## src/rtl/pipe_stage_reg.sv

```systemverilog
// Elastic pipeline stage register: opaque payload, valid/ready handshake, flush-to-bubble.
// Define PIPE_SKID_EN to add a one-entry skid buffer that registers in_ready.
module pipe_stage_reg #(
  parameter int unsigned       DATA_W     = 32,
  parameter bit                CLEAR_DATA = 1'b1,
  parameter logic [DATA_W-1:0] RESET_DATA = '0
) (
  input  logic              clk,
  input  logic              reset,
  input  logic              flush,
  input  logic              in_valid,
  output logic              in_ready,
  input  logic [DATA_W-1:0] in_data,
  output logic              out_valid,
  input  logic              out_ready,
  output logic [DATA_W-1:0] out_data,
  output logic [1:0]        occ
);

  logic              w_in_fire;
  logic              w_out_fire;
  logic [DATA_W-1:0] r_main;

  assign w_in_fire  = in_valid & in_ready;
  assign w_out_fire = out_valid & out_ready;
  assign out_data   = r_main;

`ifdef PIPE_SKID_EN

  // Encoding doubles as the occupancy count.
  typedef enum logic [1:0] {
    ST_EMPTY = 2'd0,
    ST_BUSY  = 2'd1,
    ST_FULL  = 2'd2
  } state_e;

  state_e            r_state;
  state_e            w_state_nxt;
  logic              r_in_ready;
  logic [DATA_W-1:0] r_skid;
  logic              w_main_ld_in;
  logic              w_main_ld_skid;
  logic              w_skid_ld;

  always_comb begin
    w_state_nxt    = r_state;
    w_main_ld_in   = 1'b0;
    w_main_ld_skid = 1'b0;
    w_skid_ld      = 1'b0;
    case (r_state)
      ST_EMPTY: begin
        if (w_in_fire) begin
          w_state_nxt  = ST_BUSY;
          w_main_ld_in = 1'b1;
        end
      end
      ST_BUSY: begin
        if (w_in_fire && w_out_fire) begin
          w_main_ld_in = 1'b1;
        end else if (w_in_fire) begin
          w_state_nxt = ST_FULL;
          w_skid_ld   = 1'b1;
        end else if (w_out_fire) begin
          w_state_nxt = ST_EMPTY;
        end
      end
      ST_FULL: begin
        if (w_out_fire) begin
          w_state_nxt    = ST_BUSY;
          w_main_ld_skid = 1'b1;
        end
      end
      default: w_state_nxt = ST_EMPTY;
    endcase
  end

  // in_ready is precomputed from the next state so out_ready never reaches it.
  always_ff @(posedge clk) begin
    if (reset) begin
      r_state    <= ST_EMPTY;
      r_in_ready <= 1'b0;
      if (CLEAR_DATA) begin
        r_main <= RESET_DATA;
        r_skid <= RESET_DATA;
      end
    end else if (flush) begin
      r_state    <= ST_EMPTY;
      r_in_ready <= 1'b1;
      if (CLEAR_DATA) begin
        r_main <= RESET_DATA;
        r_skid <= RESET_DATA;
      end
    end else begin
      r_state    <= w_state_nxt;
      r_in_ready <= (w_state_nxt != ST_FULL);
      if (w_main_ld_in) begin
        r_main <= in_data;
      end else if (w_main_ld_skid) begin
        r_main <= r_skid;
      end
      if (w_skid_ld) begin
        r_skid <= in_data;
      end
    end
  end

  assign in_ready  = r_in_ready & ~reset;
  assign out_valid = (r_state != ST_EMPTY);
  assign occ       = 2'(r_state);

`else

  logic r_valid;

  always_ff @(posedge clk) begin
    if (reset) begin
      r_valid <= 1'b0;
      if (CLEAR_DATA) begin
        r_main <= RESET_DATA;
      end
    end else if (flush) begin
      r_valid <= 1'b0;
      if (CLEAR_DATA) begin
        r_main <= RESET_DATA;
      end
    end else if (w_in_fire) begin
      r_main  <= in_data;
      r_valid <= 1'b1;
    end else if (w_out_fire) begin
      r_valid <= 1'b0;
    end
  end

  assign in_ready  = ~reset & (~r_valid | out_ready);
  assign out_valid = r_valid;
  assign occ       = {1'b0, r_valid};

`endif

endmodule

```

## config.mk

```make
export PLATFORM = sky130hd
export DESIGN_NAME = pipe_stage_reg
export DESIGN_NICKNAME = d
export VERILOG_FILES = /design/src/rtl/pipe_stage_reg.sv
export SDC_FILE = /design/constraint.sdc
export NUM_CORES = 1
export LEC_CHECK = 0
export CAP_MARGIN = 30
export CORE_MARGIN = 4
export CORE_UTILIZATION = 42
export CTS_BUF_LIST = sky130_fd_sc_hd__clkbuf_4 sky130_fd_sc_hd__clkbuf_8 sky130_fd_sc_hd__clkbuf_16
export CTS_CLUSTER_DIAMETER = 100
export DETAILED_ROUTE_END_ITERATION = 8
export GPL_ROUTABILITY_DRIVEN = 0
export PLACE_DENSITY = 0.91
export SKIP_CTS_REPAIR_TIMING = 1
export SLEW_MARGIN = 5
export SYNTH_ARGS = -nofsm -noshare
export SYNTH_HDL_FRONTEND = slang
export SYNTH_SLANG_ARGS = --single-unit
```

## constraint.sdc

```tcl
create_clock -name clk -period 1.5 [get_ports clk]
set_input_delay 0.3 -clock clk [delete_from_list [all_inputs] [get_ports clk]]
set_output_delay 0.3 -clock clk [all_outputs]
set_load 0.03 [all_outputs]
```

* Yosys cells after proc, flatten, opt, wreduce, memory -nomap -nowiden *
Index checks and enable logic that the tools add are counted.

operators by class
  bitwise logic cells = 6
  mux-type cells = 2
  reductions and logical operators = 2

operators with widths
  operator            number
  1-bit bitwise AND   3
  1-bit 2-to-1 mux    2
  1-bit NOT           2
  2-bit nonzero test  1
  2-bit OR reduction  1
  1-bit bitwise OR    1

word-level totals
  word-level logic and storage cells = 12
  input bits = 37
  register bits after elaboration = 33
  output and inout port bits = 36

* Logic depth before layout (Yosys ltp) *
  word-level depth = 5
  depth in mapped cells = 5
  depth with buffers taken out = 3

* Least setup slack after synthesis *
Ideal clock, no wire load.

  kind = register to output
  start point = register r_valid (netlist: out_valid)
  end point = output port in_ready
  stages on the path, launching flop included = 3
  arrival = 0.994 ns
  setup slack = 0.206 ns
  buffers on the path = 0
  data required time = 1.200 ns
  cell sequence = dfxtp_1 -> nor2b_1 -> nor2_1

between the ends
  cells in the longest elaborated chain, start to end = 3

ends and longest elaborated chain
  what                    line  text
  from (decl)             113   logic r_valid;
  from (signal assigned)  117   r_valid <= 1'b0;
  from (signal assigned)  122   r_valid <= 1'b0;
  from (signal assigned)  128   r_valid <= 1'b1;
  1-bit NOT               134   assign in_ready = ~reset & (~r_valid | out_ready);
  1-bit bitwise OR        134
  1-bit bitwise AND       134
  to (decl)               12    output logic in_ready,

Every way passes these cells.

* Worst setup path after layout *
  start point = input port out_ready
  end point = output port in_ready

between the ends
  cells in the longest elaborated chain, start to end = 2

ends and longest elaborated chain
  what               line  text
  from (decl)        15    input logic out_ready,
  1-bit bitwise OR   134
  1-bit bitwise AND  134

Every way passes these cells.

==> results.ini <==
[run_status]
status=completed

[placed_design]
dp_cells=262
port_buffers=71
dp_slack_ns=-0.0946
place_hpwl_um=2740

[floorplanning]
dieArea_um2=4390
rows=20
core-area_um2=3150
start_util=0.452
boundaryPins=73
die_h_um=66.3
die_x_um=66.3

[timing]
maxSlewViolCount=0
rsz0062_at_grt=false
fin_crit_ns=1.39
whs_ns=0.459
timing.fmax_ghz=0.718
finalCritPeriodShare=0.928
skew_ns=0.00839
timing.final.ws_setup_ns=0.108
setup_viol=0
hold_violations=0

[setup_path]
arrival_ns=1.09
path_max_fanout=2
cp-start-kind=input port
crit_type=in -> out
cp.required_ns=1.20
worst_setup_path_end_kind=primary output

[detailed_routing]
wl_per_cell_um=14.7
drt_first_pass_iters=6
via_per_inst=5.09
drcViolationCount=0
drt_iter0_drc=89
wl_um=3970
via_count=1375
ant_nets=0

[yosys]
synthCells=157
synth_area_um2=1430
ys_seq_area_frac=0.464
ys.warnings.count=0
synth_nets=194
synth_area_per_cell_um2=9.08
yosys.cell_types.count=16
ys_seq_elements=33

[cts]
cts_root_buffer=clkbuf_4
cts.sinks=33
insertion_delay_ns=0.32
cts_buffers=5
clk_pin_slew_worst_paths_ns=0.09
cts_tree=built
cts_buffer_depth=2
htreeDepth=2

[grt]
grt_max_degree=48
grt_overflow_total=0
grt_pass1_wl_um=5970
grt_pass1_vias=1356
antenna_found_initial=0
grtUsageTotal=0.176

[power]
leakage_nw=1.40
report.power.total_mw=1.75
peakVddDrop_mv=0.523
power.density_nw_per_um2=749

[cells_and_area]
layout.nets=262
fin_cells=270
syn_to_final_growth_pct=63.7
diodes=0
drive_above_1_share=0.235

[worst_hold_path]
hold_class=reg -> reg

[run]
drv_cap=0

-- stage by stage --
step	TNS [ns]	utilization	area (µm²)
detailed placement	-0.606	0.693	2190
CTS	-5.14	0.712	2250
global placement	-0.441	0.693	2190
global route	0	0.740	2330
floorplan	0	-	1430
finish	0	0.740	2330
-- cells in the mapped netlist --
cell / instances / area share
o21a_1: 1 / 0.0053
nand4_1: 32 / 0.14
nand2b_1: 1 / 0.0044
dfxtp_1: 33 / 0.46
buf_4: 3 / 0.016
buf_6: 3 / 0.024
clkbuf_2: 2 / 0.0070
clkbuf_1: 1 / 0.0026
nor2_1: 2 / 0.0053
buf_2: 11 / 0.039
nand2_1: 32 / 0.084
and2_4: 1 / 0.0061
nor2b_1: 2 / 0.0088
o21ai_2: 30 / 0.18
conb_1: 1 / 0.0026
o21ai_0: 2 / 0.0070
-- metal layers --
layer	wire (µm)	share of wire	global-route usage
met3	259	0.065	0.0629
met4	37	0.0093	0.0609
met1	1730	0.44	0.203
met2	1940	0.49	0.299
met5	0	0	0
-- placed cells by master, fill, tap and decap left out --
cell type        instances
conb_1                   1
o21a_1                   1
nor2b_2                  2
nor2_1                   1
nor2_4                   1
nand2b_1                 1
and2_4                   1
buf_4                    8
dlymetal6s2s_1          34
clkbuf_4                 8
nand4_1                 32
o21ai_0                  2
dfxtp_1                 33
o21ai_2                 30
buf_12                   3
clkdlybuf4s50_1         36
nand2_1                 32
-- cell type report --
cell class	instances	area, µm²
Sequential cell	33	661
Tap cell	44	55.1
Timing Repair Buffer	81	906
Multi-Input combinational cell	104	652
Fill cell	239	820
Clock buffer	8	60.1
-- flip-flops by register name, summed over array words and instances (netlist names) --
register,count
out_data,32
out_valid,1
-- cells by family after synthesis --
kind of cell,after synthesis,synth area share
and+or+nand+nor,70,0.249
AOI/OAI and AO/OA,33,0.197
buffers and inverters,20,0.0878
other,1,0.00263
DFF,33,0.464
-- path summary, 6_finish.rpt --
path / slack (ns) / end / cells after the start / from
max: 0.11 / in_ready / 4 / out_ready
min: 0.46 / out_data[17] / 2 / out_data[17]
min reg2reg: 0.46 / out_data[17] / 2 / out_data[17]
max reg2reg: 0.44 / out_data[24] / 4 / out_valid
-- worst max-delay path, cell delays in order --
cell and delay [ns]:
clkdlybuf4s50_1 0.49, nor2b_2 0.05, nor2_1 0.09, buf_4 0.17
-- power breakdown --
part	total (mW)	switching [mW]	internal, mW
Sequential	0.906	0.00964	0.896
Clock	0.517	0.276	0.241
Combinational	0.326	0.162	0.163
Power figures use the tool's default switching activity.
